## config.mk

```make
export PLATFORM = sky130hd
export DESIGN_NAME = prng_word_collector
export DESIGN_NICKNAME = d
export VERILOG_FILES = /design/src/rtl/prng_pkg.sv /design/src/rtl/prng_word_fifo.sv /design/src/rtl/prng_word_collector.sv
export SDC_FILE = /design/constraint.sdc
export NUM_CORES = 1
export LEC_CHECK = 0
export BUFFER_PORTS_ARGS = -buffer_cell sky130_fd_sc_hd__buf_2
export CAP_MARGIN = 10
export CORE_ASPECT_RATIO = 0.6
export CORE_MARGIN = 4
export CORE_UTILIZATION = 60
export CTS_CLUSTER_SIZE = 8
export DETAILED_ROUTE_END_ITERATION = 6
export PLACE_DENSITY = 0.89
export RECOVER_POWER = 50
export SLEW_MARGIN = 15
export SYNTH_ARGS = -nofsm -noshare
export SYNTH_HDL_FRONTEND = slang
export SYNTH_SLANG_ARGS = --single-unit
```

## constraint.sdc

```tcl
create_clock -name clk -period 3.7 [get_ports clk]
set_input_delay 0.37 -clock clk [delete_from_list [all_inputs] [get_ports clk]]
set_output_delay 0.37 -clock clk [all_outputs]
set_load 0.05 [all_outputs]
```

## src/rtl/prng_pkg.sv

```systemverilog
// Shared widths, collector FSM encoding and the power-on seed of the upstream PRNG.
package prng_pkg;

  localparam int WORD_W         = 32;
  localparam int BYTE_W         = 8;
  localparam int BYTES_PER_WORD = 4;

  localparam logic [WORD_W-1:0] DEFAULT_SEED = 32'h02468acd;

  typedef enum logic [1:0] {
    ST_IDLE = 2'd0,
    ST_REQ  = 2'd1,
    ST_WAIT = 2'd2,
    ST_CAP  = 2'd3
  } col_state_t;

endpackage

```

## src/rtl/prng_word_fifo.sv

```systemverilog
// Synchronous show-ahead word FIFO with occupancy count; head reads as zero when empty.
// Latency: a write is visible at the head on the following cycle (no write-to-read bypass).
// Backpressure: writes while full are dropped unless a pop lands on the same edge; pops while empty are ignored.
module prng_word_fifo #(
  parameter int DEPTH = 4,
  parameter int W     = 32
) (
  input  logic                     clk,
  input  logic                     rstn,
  input  logic                     wr_vld,
  input  logic [W-1:0]             wr_dat,
  input  logic                     rd_rdy,
  output logic                     rd_vld,
  output logic [W-1:0]             rd_dat,
  output logic [$clog2(DEPTH):0]   count
);

  localparam int AW = $clog2(DEPTH);
  localparam int CW = AW + 1;

  logic [W-1:0]  mem [DEPTH];
  logic [AW-1:0] wr_ptr_q;
  logic [AW-1:0] rd_ptr_q;
  logic [CW-1:0] count_q;
  logic          empty;
  logic          full;
  logic          do_push;
  logic          do_pop;

  assign empty   = (count_q == '0);
  assign full    = (count_q == CW'(DEPTH));
  assign do_pop  = rd_rdy & ~empty;
  assign do_push = wr_vld & (~full | do_pop);

  assign rd_vld = ~empty;
  assign rd_dat = empty ? '0 : mem[rd_ptr_q];
  assign count  = count_q;

  // Storage carries no reset; the empty mux keeps stale contents off the head.
  always_ff @(posedge clk) begin
    if (do_push) begin
      mem[wr_ptr_q] <= wr_dat;
    end
  end

  always_ff @(posedge clk or negedge rstn) begin
    if (!rstn) begin
      wr_ptr_q <= '0;
      rd_ptr_q <= '0;
      count_q  <= '0;
    end else begin
      if (do_push) begin
        wr_ptr_q <= wr_ptr_q + 1'b1;
      end
      if (do_pop) begin
        rd_ptr_q <= rd_ptr_q + 1'b1;
      end
      case ({do_push, do_pop})
        2'b10:   count_q <= count_q + 1'b1;
        2'b01:   count_q <= count_q - 1'b1;
        default: count_q <= count_q;
      endcase
    end
  end

endmodule

```

## src/rtl/prng_word_collector.sv

```systemverilog
// Requests 4-byte bursts from prng_top, assembles them LSB-first into words and prefetches into a FIFO.
// Latency: word at the FIFO head 5 cycles after get_random when PRNG_LAT=1 (PRNG_LAT+4 in general).
// Backpressure: rnd_valid/rnd_ready pop; a new burst is only requested when a FIFO slot is reserved for it.
module prng_word_collector
  import prng_pkg::*;
#(
  parameter int FIFO_DEPTH = 4,
  parameter int PRNG_LAT   = 1
) (
  input  logic                          clk,
  input  logic                          rstn,
  input  logic                          en,
  output logic                          get_random,
  input  logic [BYTE_W-1:0]             prng_data,
  output logic [WORD_W-1:0]             rnd_word,
  output logic                          rnd_valid,
  input  logic                          rnd_ready,
  output logic [$clog2(FIFO_DEPTH):0]   fill_level
);

  localparam int CNT_W     = $clog2(FIFO_DEPTH) + 1;
  localparam int SUM_W     = CNT_W + 1;
  localparam int BCW       = $clog2(BYTES_PER_WORD);
  localparam int WCW       = (PRNG_LAT > 2) ? $clog2(PRNG_LAT) : 1;
  localparam int WAIT_LOAD = (PRNG_LAT > 1) ? PRNG_LAT - 2 : 0;

  localparam logic [BCW-1:0] LAST_BYTE = BCW'(BYTES_PER_WORD - 1);

  col_state_t        state_q;
  col_state_t        state_nxt;
  logic [BCW-1:0]    byte_cnt_q;
  logic [WCW-1:0]    wait_cnt_q;
  logic [WORD_W-1:0] asm_q;
  logic [WORD_W-1:0] asm_nxt;
  logic              armed_q;
  logic              push_vld;
  logic              pop_rdy;
  logic [SUM_W-1:0]  room_sum;
  logic              room;

  assign pop_rdy  = rnd_valid & rnd_ready;
  assign push_vld = (state_q == ST_CAP) && (byte_cnt_q == LAST_BYTE);

  // Occupancy after this edge's push/pop, plus one slot reserved for the burst about to be requested.
  assign room_sum = SUM_W'(fill_level) + SUM_W'(push_vld) + SUM_W'(1) - SUM_W'(pop_rdy);
  assign room     = (room_sum <= SUM_W'(FIFO_DEPTH));

  // The last byte goes straight into the pushed word so the push happens on the capture edge itself.
  always_comb begin
    asm_nxt = asm_q;
    asm_nxt[int'(byte_cnt_q) * BYTE_W +: BYTE_W] = prng_data;
  end

  always_comb begin
    state_nxt = state_q;
    case (state_q)
      ST_IDLE: begin
        if (armed_q && en && room) begin
          state_nxt = ST_REQ;
        end
      end
      ST_REQ: begin
        state_nxt = (PRNG_LAT > 1) ? ST_WAIT : ST_CAP;
      end
      ST_WAIT: begin
        if (wait_cnt_q == '0) begin
          state_nxt = ST_CAP;
        end
      end
      ST_CAP: begin
        if (byte_cnt_q == LAST_BYTE) begin
          state_nxt = (en && room) ? ST_REQ : ST_IDLE;
        end
      end
      default: state_nxt = ST_IDLE;
    endcase
  end

  // armed_q holds the FSM in IDLE for the first edge after reset release.
  always_ff @(posedge clk or negedge rstn) begin
    if (!rstn) begin
      state_q    <= ST_IDLE;
      get_random <= 1'b0;
      armed_q    <= 1'b0;
      byte_cnt_q <= '0;
      wait_cnt_q <= '0;
      asm_q      <= '0;
    end else begin
      state_q    <= state_nxt;
      get_random <= (state_nxt == ST_REQ);
      armed_q    <= 1'b1;
      if (state_q == ST_REQ) begin
        wait_cnt_q <= WCW'(WAIT_LOAD);
      end else if ((state_q == ST_WAIT) && (wait_cnt_q != '0)) begin
        wait_cnt_q <= wait_cnt_q - 1'b1;
      end
      if (state_q == ST_CAP) begin
        asm_q      <= asm_nxt;
        byte_cnt_q <= byte_cnt_q + 1'b1;
      end
    end
  end

  prng_word_fifo #(
    .DEPTH (FIFO_DEPTH),
    .W     (WORD_W)
  ) u_fifo (
    .clk    (clk),
    .rstn   (rstn),
    .wr_vld (push_vld),
    .wr_dat (asm_nxt),
    .rd_rdy (rnd_ready),
    .rd_vld (rnd_valid),
    .rd_dat (rnd_word),
    .count  (fill_level)
  );

endmodule

```

Word level (Yosys, flattened, before mapping) --
Memory sizes are Yosys's and may differ from the RTL's. Index checks and enable logic that the tools add are counted.
Storage, ports and cells: register bits after elaboration 46, latch bits 0, memory bits (writable) 128, ROM bits 0, output and inout bits 37, logic and storage cells 57, memories 1
Operators by class: add/subtract/negate cells 10, multiply operators 0, divide/modulo/power cells 0, $lt $le $gt $ge 1, equal/unequal tests 8, shifts and indexed selects 2, mux-type cells 12, bitwise gates (word level) 5, reduce and logical (&&, ||, !) cells 9
Memory list:
- u_fifo.mem | words 4, bits a word 32, rd ports 1, clocked after memory_dff 0, wr ports 1, line prng_word_fifo.sv:21 | logic [W-1:0] mem [DEPTH];
Operator list (number):
- 5-bit negation with 33-bit output | 1
- 8-bit by 33-bit variable shift with 32-bit output (first input constant) | 1
- 8-bit by 33-bit variable part select with 32-bit output | 1
- 32-bit bitwise mux | 1
- 32-bit 2-to-1 mux | 1
- 2-bit == test (second input constant) | 4
- 2-bit case mux with 4 select lines | 1
- 2-bit by 1-bit adder with 2-bit output (second input constant) | 3
- 2-bit by 1-bit == test with 1-bit output (second input constant) | 3
- 2-bit 2-to-1 mux | 3
- 3-bit case mux with 2 select lines | 1
- 1-bit logical AND | 5
- 1-bit 2-to-1 mux | 5
- 3-bit by 1-bit adder with 4-bit output | 1
- 4-bit by 1-bit adder with 4-bit output (second input constant) | 1
- 4-bit by 3-bit <= comparator with 1-bit output (second input constant) | 1
- 2-bit nonzero test | 2
- 4-bit by 1-bit subtractor with 4-bit output | 1
- 3-bit by 1-bit adder with 3-bit output (second input constant) | 1
- 3-bit == test (second input constant) | 1
- 3-bit logical NOT | 1
- 3-bit by 1-bit subtractor with 3-bit output (second input constant) | 1
- 1-bit bitwise AND | 2
- 2-bit logical NOT | 1
- 3 further kinds | 4

Depth between registers and ports, before layout --
depth in word-level cells 11, mapped depth 12, depth with buffers taken out 10

Modules after synthesis --
Synthesis repeated with hierarchy kept, for this count alone.
Unflattened totals: cell total of the unflattened synthesis 484, area total of the unflattened synthesis 7548.5 sq um
Modules (own cells, without submodules):
- prng_word_fifo | instances 1, cells each 254, area each 5401.4 sq um, seq. area each 4018.9 sq um
- prng_word_collector | instances 1, cells each 230, area each 2147.1 sq um, seq. area each 975.9 sq um

Worst setup path after synthesis --
OpenSTA, ideal clock, no wires.
kind flip-flop to flip-flop, start point register byte_cnt_q[0], end point register state_q[0], library setup time 0.087 ns, arrival 2.946 ns, required time 3.613 ns, slack 0.666 ns, cell stages (with the launch flop) 13, path buffers 2, cell sequence dfrtp_1 ha_1 buf_2 nand3_1 clkinv_1 clkbuf_1 fa_1 ha_1 ha_1 nor3b_1 o21ai_1 or3b_1 a22oi_1
Between the ends: longest elaborated chain between the ends 10, elaborated cells between the ends (all ways) 12, classes of those cells add/sub (3); order compare (1); eq/ne (1); mux (4); reduce/logical (3)
Ends and longest elaborated chain:
- from (decl) | line prng_word_collector.sv:31 | logic [BCW-1:0] byte_cnt_q;
- from (signal assigned) | line prng_word_collector.sv:99 | byte_cnt_q <= byte_cnt_q + 1'b1;
- 2-bit == test * | line prng_word_collector.sv:42, prng_word_collector.sv:71
- 1-bit logical AND | line prng_word_collector.sv:42 | assign push_vld = (state_q == ST_CAP) && (byte_cnt_q == LAST_BYTE);
- 3-bit by 1-bit adder with 4-bit output | line prng_word_collector.sv:45 | assign room_sum = SUM_W'(fill_level) + SUM_W'(push_vld) + SUM_W'(1) - SUM_W'(pop_rdy);
- 4-bit by 1-bit adder with 4-bit output | line prng_word_collector.sv:45
- 4-bit by 1-bit subtractor with 4-bit output | line prng_word_collector.sv:45
- 4-bit by 3-bit <= comparator with 1-bit output | line prng_word_collector.sv:46 | assign room = (room_sum <= SUM_W'(FIFO_DEPTH));
- 1-bit logical AND | line prng_word_collector.sv:72 | state_nxt = (en && room) ? ST_REQ : ST_IDLE;
- 1-bit 2-to-1 mux | line prng_word_collector.sv:72
- 2-bit 2-to-1 mux | line prng_word_collector.sv:71 | if (byte_cnt_q == LAST_BYTE) begin
- 2-bit case mux with 4 select lines * | line prng_word_collector.sv:56 | case (state_q)
- named net state_nxt[0] | line prng_word_collector.sv:30 | col_state_t state_nxt;
- to (signal assigned) | line prng_word_collector.sv:89 | state_q <= state_nxt;
- to (decl) | line prng_word_collector.sv:29 | col_state_t state_q;
Mark *: on every way through the listed nets, which the timed path passes. The rest lies on a longest branch. A chain may end at the register's enable or synchronous reset.

Worst setup path in the final report --
Same ends and word-level chain as after synthesis.

==> results.ini <==
[synth]
synthFlopType = edfxtp_1
yosysWarnings = 0
synth.cell_area_mm2 = 0.00740
avgSynthCellArea_um2 = 15.4
syn_nets = 506
ys_seq_area_frac = 0.675
synth_cell_type_count = 41
syn_inst = 480
synth_edf_count = 128
ys_seq_elements = 174
synthArstFlopShare = 0.264

[timing]
rsz0062_at_grt = false
drv_slew = 47
setup_viol = 0
layout_setup_ws_ns = 0.815
skew_ns = 0.00684
hold_violations = 0
fin_crit_ns = 2.89
setup-tns-final_ns = 0
fin_crit_sh = 0.780
timing.slew.headroom = -0.681
timing.fmax_mhz = 347
hold_ws_ns = 0.291
worst_slew_pin_slew_ns = 2.52

[clocking]
cts_sinks = 174
cts-root-buf = clkbuf_16
clock_latency_ns = 0.43
cts_tree = built
cts_resized = 0
clock_path_buffers = 2
cts_setup_buffers = 0
numCtsBuffers = 17
cts_hold_buf = 0
path_clk_slew_ns = 0.07
cts.htree.levels = 4

[grt]
grt_max_degree = 47
grt_antenna_before_repair = 0
overflow = 0
grt_pass1_wl_um = 23800
grtUsageTotal = 0.228
grt_pass1_vias = 4331

[detailed_routing]
wl_per_cell_um = 20.8
drtIter0Drc = 363
ant_nets = 0
vias_per_cell = 5.91
drcViolationCount = 0
dr.pass1.iters = 7
vias = 4191
wl_um = 14800

[layout]
drive_gt1_frac = 0.219
stdcell_count = 709
fillers = 793
layout_common_cells = 128 x edfxtp_1, 45 x nand2_1, 45 x dfrtp_1, 43 x buf_2, 40 x inv_1
final_common_cell = edfxtp_1
diodes = 0
nets = 557
syn2layout_area_growth_pct = 11.8

[floorplanning]
coreArea_mm2 = 0.0121
num_io_pins = 49
rows = 31
fp.dieArea_mm2 = 0.0142
die_h_um = 94.0
start_util = 0.614
die_w_um = 151

[place]
dpl.cell_count = 677
place_congestion = 0.806
hpwl_um = 9450
place_ws_ns = 0.805
io_buffers = 48

[critical_path]
end_kind = flip-flop
critPathLaunchType = flip-flop
crit_type = flip-flop to flip-flop
crit_required_ns = 4.04
worstPathArrival_ns = 3.22
cp_max_fo = 8

[pwr]
p_switching_uw = 3200
peakVddDrop_mv = 0.731
p_int_uw = 4700
seq_power_share = 0.372
switching_share = 0.405
comb_power_share = 0.404
total_power_uw = 7900
power.density_mw_per_mm2 = 955
pwr-share-clk = 0.224
leakage_uw = 0.00305

[hold_path]
worstHoldPathType = primary input to flip-flop

[status]
violations = max-capacitance violations, max-slew violations
status = finished with violations

[run]
drv_cap = 1

## cell type report
| class | instances | area [µm²] | area share |
|---|---|---|---|
| Sequential cell | 174 | 5000 | 0.604 |
| Multi-Input combinational cell | 236 | 2000 | 0.242 |
| Clock buffer | 17 | 425 | 0.0514 |
| Timing Repair Buffer | 60 | 322 | 0.0389 |
| Tap cell | 165 | 206 | 0.0250 |
| Clock inverter | 15 | 161 | 0.0195 |
| Inverter | 42 | 158 | 0.0191 |
## layer usage
metal / up-vias / part of all wire / track usage
met3: 21 / 0.078 / 0.0574
li1: 1846 / - / -
met4: 0 / 0.012 / 0.0603
met5: - / 0 / 0
met2: 179 / 0.48 / 0.352
met1: 2145 / 0.43 / 0.330
## cell usage after synthesis (2+ instances only)
cell type,instances,share of area
fa_1,2,0.0054
buf_2,7,0.0047
ha_1,12,0.020
mux4_2,32,0.097
o21ai_1,35,0.024
nor2_1,7,0.0036
clkbuf_1,7,0.0036
nor3_4,2,0.0044
a21oi_1,3,0.0020
dfrtp_1,46,0.16
edfxtp_1,128,0.52
and2_1,36,0.030
nand3_1,4,0.0027
nand2_1,44,0.022
buf_4,12,0.012
inv_1,40,0.020
nor3_2,2,0.0027
nor2_2,2,0.0017
a22o_1,24,0.028
xnor2_1,7,0.0083
o21ai_0,8,0.0054
## registers in the layout, summed over array words and instances, names as in the netlist, 2 cells and up
signal and count:
state_q 2, byte_cnt_q 2, u_fifo.rd_ptr_q 2, u_fifo.count 3
asm_q 32, u_fifo.wr_ptr_q 2, u_fifo.mem 128
## metrics by stage
step | utilization | instance area, µm²
CTS | 0.694 | 8370
global route | 0.686 | 8270
detailed placement | 0.645 | 7780
global placement | 0.645 | 7780
finish | 0.686 | 8270
floorplan | - | 7400
## cell families after synthesis
family / synth area share
AO/OA/AOI/OAI: 0.0634
flip-flops: 0.675
XOR/XNOR: 0.00828
multiplexers: 0.100
other: 0.000507
AND/OR/NAND/NOR: 0.0830
buffers and inverters: 0.0440
adder cells (fa/ha/maj): 0.0257
## worst max-delay path, cell delays in order, from the launching register on
cell and delay (ns):
dfrtp_1 0.48, ha_1 0.27, nand3_1 0.18, clkinv_1 0.14, fa_1 0.40, ha_1 0.20, ha_1 0.29, nor3b_1 0.20
o21ai_1 0.12, or3b_1 0.36, a22oi_1 0.16
## power groups by stage
stage               sequential (µW)  clock [µW]  combinational [µW]
detailed placement             2990           0                3300
floorplan                      2880           0                2600
global placement               2950           0                3210
global route                   2990        1880                3440
CTS                            2960        1790                3320
finish                         2940        1770                3190
## final timing paths
check	slack, ns	end	from	cells past startpoint
setup / recovery	0.81	state_q[0]$_DFF_PN0_	byte_cnt_q[0]$_DFFE_PN0P_	10
hold / removal	0.29	get_random$_DFF_PN0_	en	3
setup reg to reg	0.81	state_q[0]$_DFF_PN0_	byte_cnt_q[0]$_DFFE_PN0P_	10
hold reg to reg	0.50	asm_q[19]$_DFFE_PN0P_	asm_q[19]$_DFFE_PN0P_	1
max in group asynchronous	1.36	u_fifo.rd_ptr_q[0]$_DFFE_PN0P_	rstn	1
min in group asynchronous	0.72	u_fifo.wr_ptr_q[1]$_DFFE_PN0P_	rstn	1
Note: power is estimated with default switching activity, not from simulation.
